`src/rtl/pp_reduce_seq.sv`:
```
// Serial Booth partial-product reducer: one 4-2 compressor is reused every beat,
// folding two partial products into a running carry-save accumulator.

module compressor4_2 #(
    parameter int W = 66
) (
    input  logic [W-1:0] i0,
    input  logic [W-1:0] i1,
    input  logic [W-1:0] i2,
    input  logic [W-1:0] i3,
    input  logic         ci,
    output logic [W-1:0] d,
    output logic [W-1:0] c,
    output logic         co
);
    logic [W-1:0] s1;
    logic [W-1:0] cout_v;
    logic [W-1:0] cin_v;

    // Two cascaded full-adder rows; the first row's carries ripple one bit sideways.
    always_comb begin
        s1     = i0 ^ i1 ^ i2;
        cout_v = (i0 & i1) | (i0 & i2) | (i1 & i2);
        cin_v  = {cout_v[W-2:0], ci};
        d      = s1 ^ i3 ^ cin_v;
        c      = (s1 & i3) | (s1 & cin_v) | (i3 & cin_v);
        co     = cout_v[W-1];
    end
endmodule

// state  | meaning
// IDLE   | waiting for start, results of the last operation held
// ACC    | accepting beats, two partial products per handshake
// DONE   | one-cycle result-valid pulse
module pp_reduce_seq #(
    parameter int LENGTH = 32,
    parameter int PP_NUM = 17
) (
    input  logic                  sys_clk,
    input  logic                  sys_rst,
    input  logic                  start,
    input  logic                  pp_valid,
    output logic                  pp_ready,
    input  logic [2*LENGTH+1:0]   pp0_data,
    input  logic [2*LENGTH+1:0]   pp1_data,
    output logic                  busy,
    output logic                  done,
    output logic [2*LENGTH+1:0]   sum_out,
    output logic [2*LENGTH+1:0]   carry_out
);
    localparam int W  = 2 * LENGTH + 2;
    localparam int B  = (PP_NUM + 1) / 2;
    localparam int CW = $clog2(B + 1);
    localparam logic [CW-1:0] LAST_BEAT = CW'(B - 1);
    localparam bit ODD_PP = (PP_NUM % 2) == 1;

    typedef enum logic [1:0] {S_IDLE, S_ACC, S_DONE} state_t;

    state_t        state_q, state_d;
    logic [W-1:0]  acc_s_q, acc_s_d;
    logic [W-1:0]  acc_c_q, acc_c_d;
    logic [CW-1:0] beat_cnt_q, beat_cnt_d;
    logic          pp_ready_q, pp_ready_d;
    logic          busy_q, busy_d;
    logic          done_q, done_d;

    logic          hs;
    logic          last_beat;
    logic [W-1:0]  pp1_eff;
    logic [W-1:0]  comp_d;
    logic [W-1:0]  comp_c;
    logic          comp_co;
    logic          carry_unused;

    always_comb begin
        hs        = pp_valid & pp_ready_q;
        last_beat = beat_cnt_q == LAST_BEAT;
        // Odd count: the final beat carries only one real partial product.
        pp1_eff   = (ODD_PP && last_beat) ? '0 : pp1_data;
    end

    compressor4_2 #(.W(W)) u_comp (
        .i0 (acc_s_q),
        .i1 (acc_c_q),
        .i2 (pp0_data),
        .i3 (pp1_eff),
        .ci (1'b0),
        .d  (comp_d),
        .c  (comp_c),
        .co (comp_co)
    );

    // Bits shifted out beyond W are dropped, so the accumulator works mod 2^W.
    assign carry_unused = comp_co ^ comp_c[W-1];

    always_comb begin
        state_d    = state_q;
        acc_s_d    = acc_s_q;
        acc_c_d    = acc_c_q;
        beat_cnt_d = beat_cnt_q;
        pp_ready_d = pp_ready_q;
        busy_d     = busy_q;
        done_d     = 1'b0;
        case (state_q)
            S_IDLE: begin
                if (start) begin
                    state_d    = S_ACC;
                    acc_s_d    = '0;
                    acc_c_d    = '0;
                    beat_cnt_d = '0;
                    pp_ready_d = 1'b1;
                    busy_d     = 1'b1;
                end
            end
            S_ACC: begin
                if (hs) begin
                    acc_s_d    = comp_d;
                    acc_c_d    = {comp_c[W-2:0], 1'b0};
                    beat_cnt_d = beat_cnt_q + CW'(1);
                    if (last_beat) begin
                        state_d    = S_DONE;
                        pp_ready_d = 1'b0;
                        done_d     = 1'b1;
                    end
                end
            end
            S_DONE: begin
                state_d    = S_IDLE;
                pp_ready_d = 1'b0;
                busy_d     = 1'b0;
            end
            default: begin
                state_d    = S_IDLE;
                pp_ready_d = 1'b0;
                busy_d     = 1'b0;
            end
        endcase
    end

    always_ff @(posedge sys_clk) begin
        if (sys_rst) begin
            state_q    <= S_IDLE;
            acc_s_q    <= '0;
            acc_c_q    <= '0;
            beat_cnt_q <= '0;
            pp_ready_q <= 1'b0;
            busy_q     <= 1'b0;
            done_q     <= 1'b0;
        end else begin
            state_q    <= state_d;
            acc_s_q    <= acc_s_d;
            acc_c_q    <= acc_c_d;
            beat_cnt_q <= beat_cnt_d;
            pp_ready_q <= pp_ready_d;
            busy_q     <= busy_d;
            done_q     <= done_d;
        end
    end

    assign pp_ready  = pp_ready_q;
    assign busy      = busy_q;
    assign done      = done_q;
    assign sum_out   = acc_s_q;
    assign carry_out = acc_c_q;
endmodule

```
`config.mk`:
```
export PLATFORM = sky130hd
export DESIGN_NAME = pp_reduce_seq
export DESIGN_NICKNAME = d
export VERILOG_FILES = /design/src/rtl/pp_reduce_seq.sv
export SDC_FILE = /design/constraint.sdc
export NUM_CORES = 1
export LEC_CHECK = 0
export BUFFER_PORTS_ARGS = -buffer_cell sky130_fd_sc_hd__buf_2
export CAP_MARGIN = 20
export CORE_MARGIN = 2
export CORE_UTILIZATION = 47
export DETAILED_ROUTE_END_ITERATION = 8
export PLACE_DENSITY_LB_ADDON = 0.08
export SYNTH_ARGS = -nofsm -noshare
export SYNTH_HDL_FRONTEND = slang
export SYNTH_SLANG_ARGS = --single-unit
```
`constraint.sdc`:
```
create_clock -name sys_clk -period 2.2 [get_ports sys_clk]
set_input_delay 0.66 -clock sys_clk [delete_from_list [all_inputs] [get_ports sys_clk]]
set_output_delay 0.66 -clock sys_clk [all_outputs]
set_load 0.01 [all_outputs]
```
==> impl_summary.log, run 1 <==
[metrics] setup_tns: 0 ns
[metrics] routability-driven placement congestion ratio: 0.788
[metrics] top_reg_cell synth: sky130_fd_sc_hd__dfxtp_1
[metrics] vias in the first global route: 6887
[metrics] maximum clock skew at final layout: 0.00669 ns
[metrics] status: finished, final reports clean
[metrics] post-CTS clock slew at the launch and capture registers of the worst setup and hold paths: 0.06 ns
[metrics] effective utilization at floorplan: 47.5%
[metrics] Switching Power: 1.87 mW
[metrics] number of flops mapped to enable cells by yosys: 0
[metrics] Max stage delay cell, worst path: sky130_fd_sc_hd__fa_1
[metrics] final routed DRC violation total: 0
[metrics] Internal: 4.68 mW
[metrics] Total GRT Usage: 21.4%
[metrics] Die H: 141 µm
[metrics] via count: 6990
[metrics] CP endpoint kind: flop
[metrics] Startpoint Class: flop
[metrics] overall die area: 19800 µm²
[metrics] Syn Nets: 1274
[metrics] commonest non-fill, non-tap cells in the layout: 268 x sky130_fd_sc_hd__buf_2, 265 x sky130_fd_sc_hd__nor2_1, 195 x sky130_fd_sc_hd__inv_1, 139 x sky130_fd_sc_hd__dfxtp_1, 128 x sky130_fd_sc_hd__fa_1
[metrics] ranking of synthesized cells by area: sky130_fd_sc_hd__dfxtp_1 32%, sky130_fd_sc_hd__fa_1 29%, sky130_fd_sc_hd__nor2_1 11%, sky130_fd_sc_hd__inv_1 8.3%, sky130_fd_sc_hd__a21oi_2 7.0%
[metrics] Post-DRT Antenna Nets: 0
[metrics] maximum number of pins on one net before global-route repair: 47
[metrics] number of core rows: 50
[metrics] CP Data Required Time: 2.49 ns
[metrics] portion of the post-synthesis area used by sequential elements: 31.6%
[metrics] count of endpoints failing setup in the final report: 0
[metrics] post-detailed-placement half-perimeter wirelength: 15200 µm
[metrics] switching power share of the total: 28.5%
[metrics] most common cell after layout, fill and taps aside: sky130_fd_sc_hd__buf_2
[metrics] clock root cell: sky130_fd_sc_hd__clkbuf_16
[metrics] setup repair after global routing missed its margin: false
[metrics] setup slack at placement: 0.0480 ns
[metrics] time the final worst path needs with I/O delays and setup: 2.00 ns
[metrics] TritonCTS clock tree: built
[metrics] Core Util, Final: 59.3%
[metrics] hold bufs inserted after CTS: 0
[metrics] most frequent cell on the critical path: sky130_fd_sc_hd__nor2_1
[metrics] total of max-cap violations: 0
[metrics] part of the total power dissipated in combinational logic: 19.7%
[metrics] Arrival @ worst endpoint: 2.29 ns
[metrics] Layout Nets: 1530
[metrics] Mapped Cells: 1006
[metrics] combined area of all synthesized cells: 8790 µm²
[metrics] number of hold violations in the final report: 0
[metrics] family with the most delay on the worst path: adder cells
[metrics] first-pass GRT wire length: 34000 µm
[metrics] Leak Pwr: 5.01 nW
[metrics] number of synthesized register bits: 139
[metrics] total detailed-routing wirelength: 20500 µm
[metrics] worst-case setup margin in the final layout: 0.204 ns
[metrics] WS Path Type: flop to flop
[metrics] Avg Cell Area, Syn: 8.74 µm²
[metrics] number of sinks driven by the clock tree: 139
[metrics] type of the worst min-delay path: flop to flop
[metrics] Max Slew Vio Count: 0
[metrics] share of power burned in the clock network: 39.0%
[metrics] highest net fanout along the worst path: 22
[metrics] routed len/inst: 13.6 µm
[metrics] total power: 6.55 mW
[metrics] distinct cell type count after synthesis: 29
[metrics] latest clock arrival within the worst-skew pair: 0.41 ns
[metrics] async set-or-reset flop fraction in the synthesized netlist: 0%
[metrics] fraction of layout cells with a size suffix above 1: 30.5%
[metrics] Port Buf Inserts: 269
[metrics] number of detailed-routing iterations run before antenna repair: 4
[metrics] TritonCTS Buffers: 17
[metrics] total power divided by cell area: 596 nW/µm²
[metrics] sequential share of power: 41.2%
[metrics] warnings from Yosys: 0
[metrics] GRT Residual Overflow: 0
[metrics] iteration-0 DRC count of the detailed router: 241
[metrics] antenna violations before repair: 2
[metrics] number of primary I/O pins: 271
[metrics] core footprint: 18500 µm²
[metrics] Slowest Stage Delay on Critical Path: 0.51 ns
[metrics] area share of the largest cell type after synthesis: 31.6%
[metrics] CTS Buffer Depth: 2
[metrics] Cell Chain, Critical Path: inv_1 > ha_1 > nand3b_1 > buf_4 > buf_12 > nand2_1 > fa_1 > nor2_1 > a21oi_1 > nor2_1
[metrics] post-DR vias/cell: 4.63
[metrics] share of the clock period used by the worst path: 90.7%
[metrics] H-tree levels: 4
[metrics] FILL cells: 1699
[metrics] top cell type by total area after synthesis: sky130_fd_sc_hd__dfxtp_1
[metrics] Max Fclk: 501 MHz
[metrics] worst voltage drop across the vdd grid: 0.000543 V
[metrics] synthesis-to-layout area growth: 24.9%
[metrics] Buf/Inv on CP: 3
[metrics] Die Width: 141 µm
## layer usage
metal  global-route usage, %  vias up  part of all wire, %  wire [µm]
met5                       0        -                    0          0
met4                    6.74        0                  1.4        279
met3                    4.79       19                  5.9       1210
met2                    33.7      184                   46       9490
met1                    29.6     3306                   46       9500
li1                        -     3481                    -          -
## power groups by stage
| stage | logic, mW | clock network, mW | registers (mW) |
|---|---|---|---|
| 3_3_place_gp | 1.29 | 0 | 2.75 |
| 4_1_cts | 1.32 | 2.64 | 2.70 |
| 5_1_grt | 1.49 | 2.76 | 2.71 |
| 2_1_floorplan | 0.837 | 0 | 2.79 |
| 6_report | 1.29 | 2.56 | 2.70 |
| 3_5_place_dp | 1.31 | 0 | 2.75 |
## worst paths after layout
kind,startpoint,endpoint,slack (ns),cells past startpoint
worst min register to register,busy$_SDFFE_PP0P_,busy$_SDFFE_PP0P_,0.46,2
worst max register to register,beat_cnt_q[1]$_SDFFE_PP0P_,sum_out[36]$_SDFFE_PP0P_,0.20,10
worst max-delay path,beat_cnt_q[1]$_SDFFE_PP0P_,sum_out[36]$_SDFFE_PP0P_,0.20,10
worst min-delay path,busy$_SDFFE_PP0P_,busy$_SDFFE_PP0P_,0.46,2
## state kept, by name, summed over array words and instances (netlist names)
register,count
beat_cnt_q,4
busy,1
carry_out,65
done,1
state_q,2
sum_out,66
## synth_stat cells (2+ instances only)
cell                         n
sky130_fd_sc_hd__xnor2_1     5
sky130_fd_sc_hd__nor2_1    265
sky130_fd_sc_hd__nand2b_1    2
sky130_fd_sc_hd__buf_1       2
sky130_fd_sc_hd__nor3_1      4
sky130_fd_sc_hd__ha_1        4
sky130_fd_sc_hd__clkbuf_1   31
sky130_fd_sc_hd__a21oi_1    50
sky130_fd_sc_hd__mux2i_1    10
sky130_fd_sc_hd__nand2_1    65
sky130_fd_sc_hd__inv_1     195
sky130_fd_sc_hd__dfxtp_1   139
sky130_fd_sc_hd__fa_1      128
sky130_fd_sc_hd__buf_6       8
sky130_fd_sc_hd__buf_2      10
sky130_fd_sc_hd__a22oi_1     3
sky130_fd_sc_hd__nand3b_1    4
sky130_fd_sc_hd__a21oi_2    70
## cell families (layout without fill, tap and decap cells)
kind of cell / count (synthesis) / after routing / synth area share (%)
AO/OA/AOI/OAI: 127 / 127 / 10.4
XOR/XNOR: 5 / 5 / 0.498
adder cells (fa/ha/maj): 132 / 132 / 29.7
buffers and inverters: 247 / 514 / 11.4
flip-flops: 139 / 139 / 31.6
multiplexers: 10 / 10 / 1.14
other: 1 / 3 / 0.0426
AND/OR/NAND/NOR: 345 / 345 / 15.2
## per-stage QoR
step | hold WS (ns) | std cells | area [µm²]
after floorplan | 0.478 | 1006 | 8800
after global placement | 0.447 | 1474 | 10400
after detailed placement | 0.453 | 1474 | 10400
after CTS | 0.462 | 1504 | 10900
after global routing | 0.474 | 1509 | 11000
final | 0.457 | 1509 | 11000
## tightest hold or removal path, cell delays in order, from the launching register on
cell	delay (ns)
sky130_fd_sc_hd__dfxtp_1	0.31
sky130_fd_sc_hd__inv_1	0.05
sky130_fd_sc_hd__a211oi_1	0.05
## what timing repair did
item                       4_1_cts  5_1_grt
gates resized for setup          0        0
buffers inserted                 0        2
setup endpoints to repair        0       20
## final cells by class
class	instances	area, µm²	area share, %
Antenna cell	2	5.00	0.0456
Clock buffer	22	474	4.32
Clock inverter	8	46.3	0.421
Inverter	195	732	6.66
Multi-Input combinational cell	620	5010	45.6
Sequential cell	139	2780	25.3
Tap cell	234	293	2.67
Timing Repair Buffer	289	1640	14.9
No activity file was read; power rests on OpenSTA's default activity.
==> inputs of run 2 (changes only) <==
--- a/config.mk
+++ b/config.mk
@@ -8,7 +8,7 @@
 export BUFFER_PORTS_ARGS = -buffer_cell sky130_fd_sc_hd__buf_2
 export CAP_MARGIN = 20
 export CORE_MARGIN = 2
-export CORE_UTILIZATION = 47
+export CORE_UTILIZATION = 42
 export DETAILED_ROUTE_END_ITERATION = 8
 export PLACE_DENSITY_LB_ADDON = 0.08
 export SYNTH_ARGS = -nofsm -noshare
==> run 2 against run 1 <==
Combinational power about the same. Clock power up 24%. Largest power group is now the clock network. Fmax down 2.7%. Global-route usage fell by 1.7 points. Clock skew increased by 0.0025 ns. Critical path depth stayed put. Wire length grew 3.3%. Die area grew 12%.
==> impl_summary.log, run 2 (same netlist as run 1, synthesis figures left out) <==
[metrics] number of core rows: 52 (+4.0%)
[metrics] Storage cell area: 2780 µm² (about the same)
[metrics] post-detailed-placement half-perimeter wirelength: 15200 µm (+0.32%)
[metrics] share of the clock period used by the worst path: 93.2% (+2.5 points)
[metrics] area of the multi-input gates: 5010 µm² (unchanged)
[metrics] FILL cells: 1971 (+16%)
[metrics] type of the worst min-delay path: flop to flop
[metrics] most common cell after layout, fill and taps aside: sky130_fd_sc_hd__buf_2
[metrics] worst voltage drop across the vdd grid: 0.000490 V (-9.8%)
[metrics] count of endpoints failing setup in the final report: 0 (unchanged)
[metrics] fraction of layout cells with a size suffix above 1: 30.4% (-0.038 points)
[metrics] post-DR vias/cell: 4.52 (-2.4%)
[metrics] hold bufs inserted after CTS: 0 (unchanged)
[metrics] overall die area: 22100 µm² (+12%)
[metrics] H-tree levels: 4 (unchanged)
[metrics] Core Util, Final: 54.5% (-4.8 points)
[metrics] Die H: 149 µm (+5.6%)
[metrics] GRT Residual Overflow: 0 (unchanged)
[metrics] Internal: 5.23 mW (+12%)
[metrics] Port Buf Inserts: 269 (unchanged)
[metrics] WL met2: 10100 µm (+6.0%)
[metrics] total power divided by cell area: 644 nW/µm² (+8.0%)
[metrics] sequential share of power: 37.8% (-3.4 points)
[metrics] routability-driven placement congestion ratio: 0.792 (+0.43%)
[metrics] first-pass GRT wire length: 34900 µm (+2.5%)
[metrics] vias in the first global route: 7056 (+2.5%)
[metrics] WL met1: 9460 µm (-0.42%)
[metrics] amount of wire on met3 after detailed routing: 1410 µm (+17%)
[metrics] commonest non-fill, non-tap cells in the layout: 268 x sky130_fd_sc_hd__buf_2, 265 x sky130_fd_sc_hd__nor2_1, 195 x sky130_fd_sc_hd__inv_1, 138 x sky130_fd_sc_hd__dfxtp_1, 128 x sky130_fd_sc_hd__fa_1
[metrics] topmost layer with routed signal wires: met4
[metrics] core footprint: 20400 µm² (+10%)
[metrics] Arrival @ worst endpoint: 2.35 ns (+0.06 ns)
[metrics] highest net fanout along the worst path: 26 (+18%)
[metrics] time the final worst path needs with I/O delays and setup: 2.05 ns (+0.0552 ns)
[metrics] Post-DRT Antenna Nets: 0 (unchanged)
[metrics] antenna violations before repair: 1 (-1)
[metrics] CP Data Required Time: 2.50 ns (about the same)
[metrics] total of max-cap violations: 0 (unchanged)
[metrics] Layout Nets: 1525 (-0.33%)
[metrics] part of the total power dissipated in combinational logic: 17.9% (-1.8 points)
[metrics] total detailed-routing wirelength: 21200 µm (+3.3%)
[metrics] Startpoint Class: flop
[metrics] maximum clock skew at final layout: 0.00919 ns (+0.00250 ns)
[metrics] Switching Power: 1.92 mW (+2.8%)
[metrics] final routed DRC violation total: 0 (unchanged)
[metrics] Total GRT Usage: 19.7% (-1.7 points)
[metrics] setup repair after global routing missed its margin: false
[metrics] TritonCTS clock tree: built
[metrics] share of power burned in the clock network: 44.4% (+5.4 points)
[metrics] via count: 6955 (-0.50%)
[metrics] setup_tns: 0 ns (unchanged)
[metrics] TritonCTS Buffers: 17 (unchanged)
[metrics] Max Slew Vio Count: 0 (unchanged)
[metrics] latest clock arrival within the worst-skew pair: 0.42 ns (about the same)
[metrics] Max Fclk: 488 MHz (-2.7%)
[metrics] WS Path Type: flop to flop
[metrics] effective utilization at floorplan: 43.2% (-4.3 points)
[metrics] post-CTS clock slew at the launch and capture registers of the worst setup and hold paths: 0.06 ns (about the same)
[metrics] CP endpoint kind: flop
[metrics] number of detailed-routing iterations run before antenna repair: 4 (unchanged)
[metrics] maximum number of pins on one net before global-route repair: 58 (+23%)
[metrics] number of hold violations in the final report: 0 (unchanged)
[metrics] clock root cell: sky130_fd_sc_hd__clkbuf_16
[metrics] synthesis-to-layout area growth: 26.2%
[metrics] number of sinks driven by the clock tree: 139 (unchanged)
[metrics] Worst Hold Slack: 0.455 ns (-0.00206 ns)
[metrics] status: finished, final reports clean
[metrics] number of primary I/O pins: 271 (unchanged)
[metrics] routed len/inst: 13.7 µm (+1.3%)
[metrics] Leak Pwr: 5.03 nW (+0.42%)
[metrics] number of flip-flops under the largest register name: 66 (unchanged)
[metrics] switching power share of the total: 26.8% (-1.6 points)
[metrics] Die Width: 149 µm (+5.6%)
[metrics] iteration-0 DRC count of the detailed router: 209 (-13%)
[metrics] CTS Buffer Depth: 2 (unchanged)
run 2: changes by cell type in the layout (fill, tap and decap cells not counted), sizes merged:
cell	delta
clkinv	-2
diode	-1
bufinv	+5
buf	-5
clkbuf	-3
run 2: through the flow:
stage / cell area, µm² / cells / power, mW / setup slack [ns]
4_1_cts: 11100 / 1536 / 7.26 / 0.0993
5_1_grt: 11100 / 1539 / 7.56 / 0.0290
6_report: 11100 / 1539 / 7.15 / 0.149
3_5_place_dp: 10400 / 1506 / 4.05 / 0.0513
3_3_place_gp: 10400 / 1506 / 4.04 / 0.0765
2_1_floorplan: 8800 / 1006 / 3.62 / 0.0320
run 2: worst paths after layout:
kind | start | endpoint | slack [ns] | cells past startpoint
max | beat_cnt_q[1]$_SDFFE_PP0P_ | sum_out[26]$_SDFFE_PP0P_ | 0.15 | 10
min | busy$_SDFFE_PP0P_ | busy$_SDFFE_PP0P_ | 0.45 | 2
max reg2reg | beat_cnt_q[1]$_SDFFE_PP0P_ | sum_out[26]$_SDFFE_PP0P_ | 0.15 | 10
min reg2reg | busy$_SDFFE_PP0P_ | busy$_SDFFE_PP0P_ | 0.45 | 2
run 2: per-layer routing:
metal,up-vias,track usage [%]
met5,-,0
met4,0,4.81
met3,15,5.12
met2,180,32.2
met1,3300,26.3
li1,3460,-
run 2: final cells by class:
class                      count  share of cell area, %
inverter                     195                   6.60
clock buffer                  19                   4.08
sequential                   139                   25.1
multi-input combinational    620                   45.2
timing repair buffer         284                   14.3
clock inverter                11                   1.75
tap                          270                   3.04
antenna                        1                 0.0226
run 2: worst max-delay path, cell delays in order, from the launching register on:
cell	delay, ns
sky130_fd_sc_hd__dfxtp_2	0.35
sky130_fd_sc_hd__inv_1	0.05
sky130_fd_sc_hd__ha_1	0.18
sky130_fd_sc_hd__nand3b_1	0.08
sky130_fd_sc_hd__buf_4	0.15
sky130_fd_sc_hd__buf_6	0.28
sky130_fd_sc_hd__nand2_1	0.13
sky130_fd_sc_hd__fa_1	0.52
sky130_fd_sc_hd__nor2_1	0.05
sky130_fd_sc_hd__a21oi_1	0.11
sky130_fd_sc_hd__nor2_1	0.05
run 2: timing repair:
item                       in CTS  in global routing
setup endpoints to repair       0                 25
resized for setup               0                  2
buffers inserted                0                  1
run 2: power by group through the flow:
| stage | Sequential [mW] | Combinational (mW) | Clock, mW |
|---|---|---|---|
| after floorplan | 2.79 | 0.837 | 0 |
| after global placement | 2.75 | 1.28 | 0 |
| after detailed placement | 2.75 | 1.30 | 0 |
| after CTS | 2.70 | 1.31 | 3.25 |
| after global routing | 2.71 | 1.50 | 3.35 |
| final | 2.70 | 1.28 | 3.17 |
==> inputs of run 3 (changes only) <==
--- a/config.mk
+++ b/config.mk
@@ -10,6 +10,7 @@
 export CORE_MARGIN = 2
 export CORE_UTILIZATION = 42
 export DETAILED_ROUTE_END_ITERATION = 8
+export GPL_TIMING_DRIVEN = 0
 export PLACE_DENSITY_LB_ADDON = 0.08
 export SYNTH_ARGS = -nofsm -noshare
 export SYNTH_HDL_FRONTEND = slang
==> run 3 against run 2 <==
Critical path depth down 4. Fmax is 0.24% lower. Wire length rose by 11%. Sequential power about the same. Total power fell by 3.1%. Final cell count grew 3.1%. Setup slack got worse by 0.0050 ns. Sequential share of layout area is 0.28 points lower. Critical endpoint is now carry_out[29]$_SDFFE_PP0P_. Highest routed layer unchanged.
==> impl_summary.log, run 3 (same netlist as run 1, synthesis figures left out) <==
[metrics] number of core rows: 52 (unchanged)
[metrics] commonest non-fill, non-tap cells in the layout: 279 x sky130_fd_sc_hd__buf_2, 265 x sky130_fd_sc_hd__nor2_1, 195 x sky130_fd_sc_hd__inv_1, 137 x sky130_fd_sc_hd__dfxtp_1, 128 x sky130_fd_sc_hd__fa_1
[metrics] most common cell after layout, fill and taps aside: sky130_fd_sc_hd__buf_2
[metrics] Switching Power: 1.97 mW (+2.7%)
[metrics] total detailed-routing wirelength: 23600 µm (+11%)
[metrics] Relative slew margins: 54.2%
[metrics] TritonCTS Buffers: 17 (unchanged)
[metrics] hold path depth: 2 (unchanged)
[metrics] iteration-0 DRC count of the detailed router: 257 (+23%)
[metrics] effective utilization at floorplan: 43.2% (unchanged)
[metrics] final routed DRC violation total: 0 (unchanged)
[metrics] CP endpoint kind: flop
[metrics] clock root cell: sky130_fd_sc_hd__clkbuf_16
[metrics] CP Data Required Time: 2.49 ns (about the same)
[metrics] final non-filler cell area: 11200 µm² (+1.3%)
[metrics] Placement Cell Area: 10500 µm² (+0.55%)
[metrics] switching power share of the total: 28.5% (+1.6 points)
[metrics] share of power burned in the clock network: 41.8% (-2.6 points)
[metrics] part of the total power dissipated in combinational logic: 19.2% (+1.3 points)
[metrics] Core Util, Final: 55.2% (+0.69 points)
[metrics] number of detailed-routing iterations run before antenna repair: 4 (unchanged)
[metrics] post-detailed-placement half-perimeter wirelength: 18200 µm (+20%)
[metrics] Die H: 149 µm (unchanged)
[metrics] number of primary I/O pins: 271 (unchanged)
[metrics] type of the worst min-delay path: flop to flop
[metrics] hold bufs inserted after CTS: 0 (unchanged)
[metrics] antenna violations before repair: 0 (-1)
[metrics] first-pass GRT wire length: 38000 µm (+8.9%)
[metrics] share of the clock period used by the worst path: 93.5% (+0.23 points)
[metrics] count of endpoints failing setup in the final report: 0 (unchanged)
[metrics] fraction of layout cells with a size suffix above 1: 31.1% (+0.66 points)
[metrics] Die Width: 149 µm (unchanged)
[metrics] post-CTS clock slew at the launch and capture registers of the worst setup and hold paths: 0.06 ns (about the same)
[metrics] post-DR vias/cell: 4.53 (+0.19%)
[metrics] overall die area: 22100 µm² (unchanged)
[metrics] actual slew at the worst max-slew pin: 0.687 ns
[metrics] TritonCTS clock tree: built
[metrics] routed len/inst: 14.9 µm (+8.0%)
[metrics] maximum clock skew at final layout: 0.00856 ns (-0.000627 ns)
[metrics] setup repair after global routing missed its margin: false
[metrics] maximum number of pins on one net before global-route repair: 17 (-71%)
[metrics] number of hold violations in the final report: 0 (unchanged)
[metrics] H-tree levels: 4 (unchanged)
[metrics] Layout Nets: 1571 (+3.0%)
[metrics] core footprint: 20400 µm² (unchanged)
[metrics] total of max-cap violations: 0 (unchanged)
[metrics] Max Slew Vio Count: 0 (unchanged)
[metrics] time the final worst path needs with I/O delays and setup: 2.06 ns (+0.00502 ns)
[metrics] Max Fclk: 486 MHz (-0.24%)
[metrics] FILL cells: 1988 (+0.86%)
[metrics] number of flip-flops under the largest register name: 66 (unchanged)
[metrics] worst voltage drop across the vdd grid: 0.000480 V (-2.2%)
[metrics] Internal: 4.95 mW (-5.3%)
[metrics] Leak Pwr: 5.10 nW (+1.3%)
[metrics] highest net fanout along the worst path: 10 (-62%)
[metrics] synthesis-to-layout area growth: 27.8%
[metrics] number of sinks driven by the clock tree: 139 (unchanged)
[metrics] CTS Buffer Depth: 2 (unchanged)
[metrics] Total GRT Usage: 22.1% (+2.4 points)
[metrics] routability-driven placement congestion ratio: 0.797 (+0.63%)
[metrics] WS Path Type: flop to flop
[metrics] total power divided by cell area: 616 nW/µm² (-4.3%)
[metrics] Startpoint Class: flop
[metrics] status: finished, final reports clean
[metrics] Port Buf Inserts: 269 (unchanged)
[metrics] FF-to-FF path depth: 6 (-4)
[metrics] sequential share of power: 39.0% (+1.2 points)
[metrics] latest clock arrival within the worst-skew pair: 0.42 ns (about the same)
[metrics] Arrival @ worst endpoint: 2.35 ns (about the same)
[metrics] Post-DRT Antenna Nets: 0 (unchanged)
[metrics] via count: 7181 (+3.2%)
[metrics] GRT Residual Overflow: 0 (unchanged)
[metrics] vias in the first global route: 7376 (+4.5%)
==> run 3: power by group through the flow <==
stage	sequential, mW	clock, mW	combinational (mW)
final	2.70	2.90	1.33
after global routing	2.71	3.08	1.53
after CTS	2.70	2.96	1.35
after detailed placement	2.76	0	1.34
after global placement	2.75	0	1.32
after floorplan	2.79	0	0.837
==> run 3: layout make-up <==
cell class | instances | area (µm²) | area share (%)
clock inverter | 11 | 148 | 1.31
antenna | 1 | 2.50 | 0.0223
multi-input combinational | 620 | 5010 | 44.6
clock buffer | 20 | 437 | 3.89
sequential | 139 | 2790 | 24.8
inverter | 195 | 732 | 6.51
timing repair buffer | 278 | 1440 | 12.8
buffer | 52 | 338 | 3.01
tap | 270 | 338 | 3.01
==> run 3: path summary, 6_finish.rpt <==
path / from / endpoint / slack [ns]
setup / recovery: state_q[1]$_SDFFE_PP0P_ / carry_out[29]$_SDFFE_PP0P_ / 0.14
hold / removal: busy$_SDFFE_PP0P_ / busy$_SDFFE_PP0P_ / 0.48
setup reg to reg: state_q[1]$_SDFFE_PP0P_ / carry_out[29]$_SDFFE_PP0P_ / 0.14
hold reg to reg: busy$_SDFFE_PP0P_ / busy$_SDFFE_PP0P_ / 0.48
==> run 3: timing repair <==
action / in CTS / in global routing
gates cloned: 0 / 1
resized for setup: 17 / 22
pin swaps: 0 / 1
setup endpoints to repair: 129 / 93
setup buffers: 4 / 4
==> run 3: per-layer routing <==
metal	vias to the layer above	track usage, %	wire, µm
li1	3555	-	-
met1	3403	29.4	10400
met4	0	6.62	365
met3	21	5.58	1610
met5	-	0	0
met2	202	35.8	11200
==> run 3: critical path, cell delays in order, from the launching register on <==
cell and delay, ns:
sky130_fd_sc_hd__dfxtp_1 0.46, sky130_fd_sc_hd__nand3b_1 0.38, sky130_fd_sc_hd__buf_2 0.38, sky130_fd_sc_hd__clkbuf_1 0.44, sky130_fd_sc_hd__nor2_1 0.10, sky130_fd_sc_hd__a21oi_2 0.12
sky130_fd_sc_hd__nor2_1 0.05
==> run 3: metrics by stage <==
step	cells	hold WS, ns	TNS [ns]	total power, mW	setup WS, ns
CTS	1580	0.479	0	7.02	0.000605
detailed placement	1545	0.447	-41.45	4.10	-0.716
finish	1586	0.480	0	6.93	0.144
floorplan	1006	0.478	0	3.62	0.0320
global placement	1545	0.447	-36.27	4.07	-0.633
global route	1585	0.486	0	7.32	0.00761
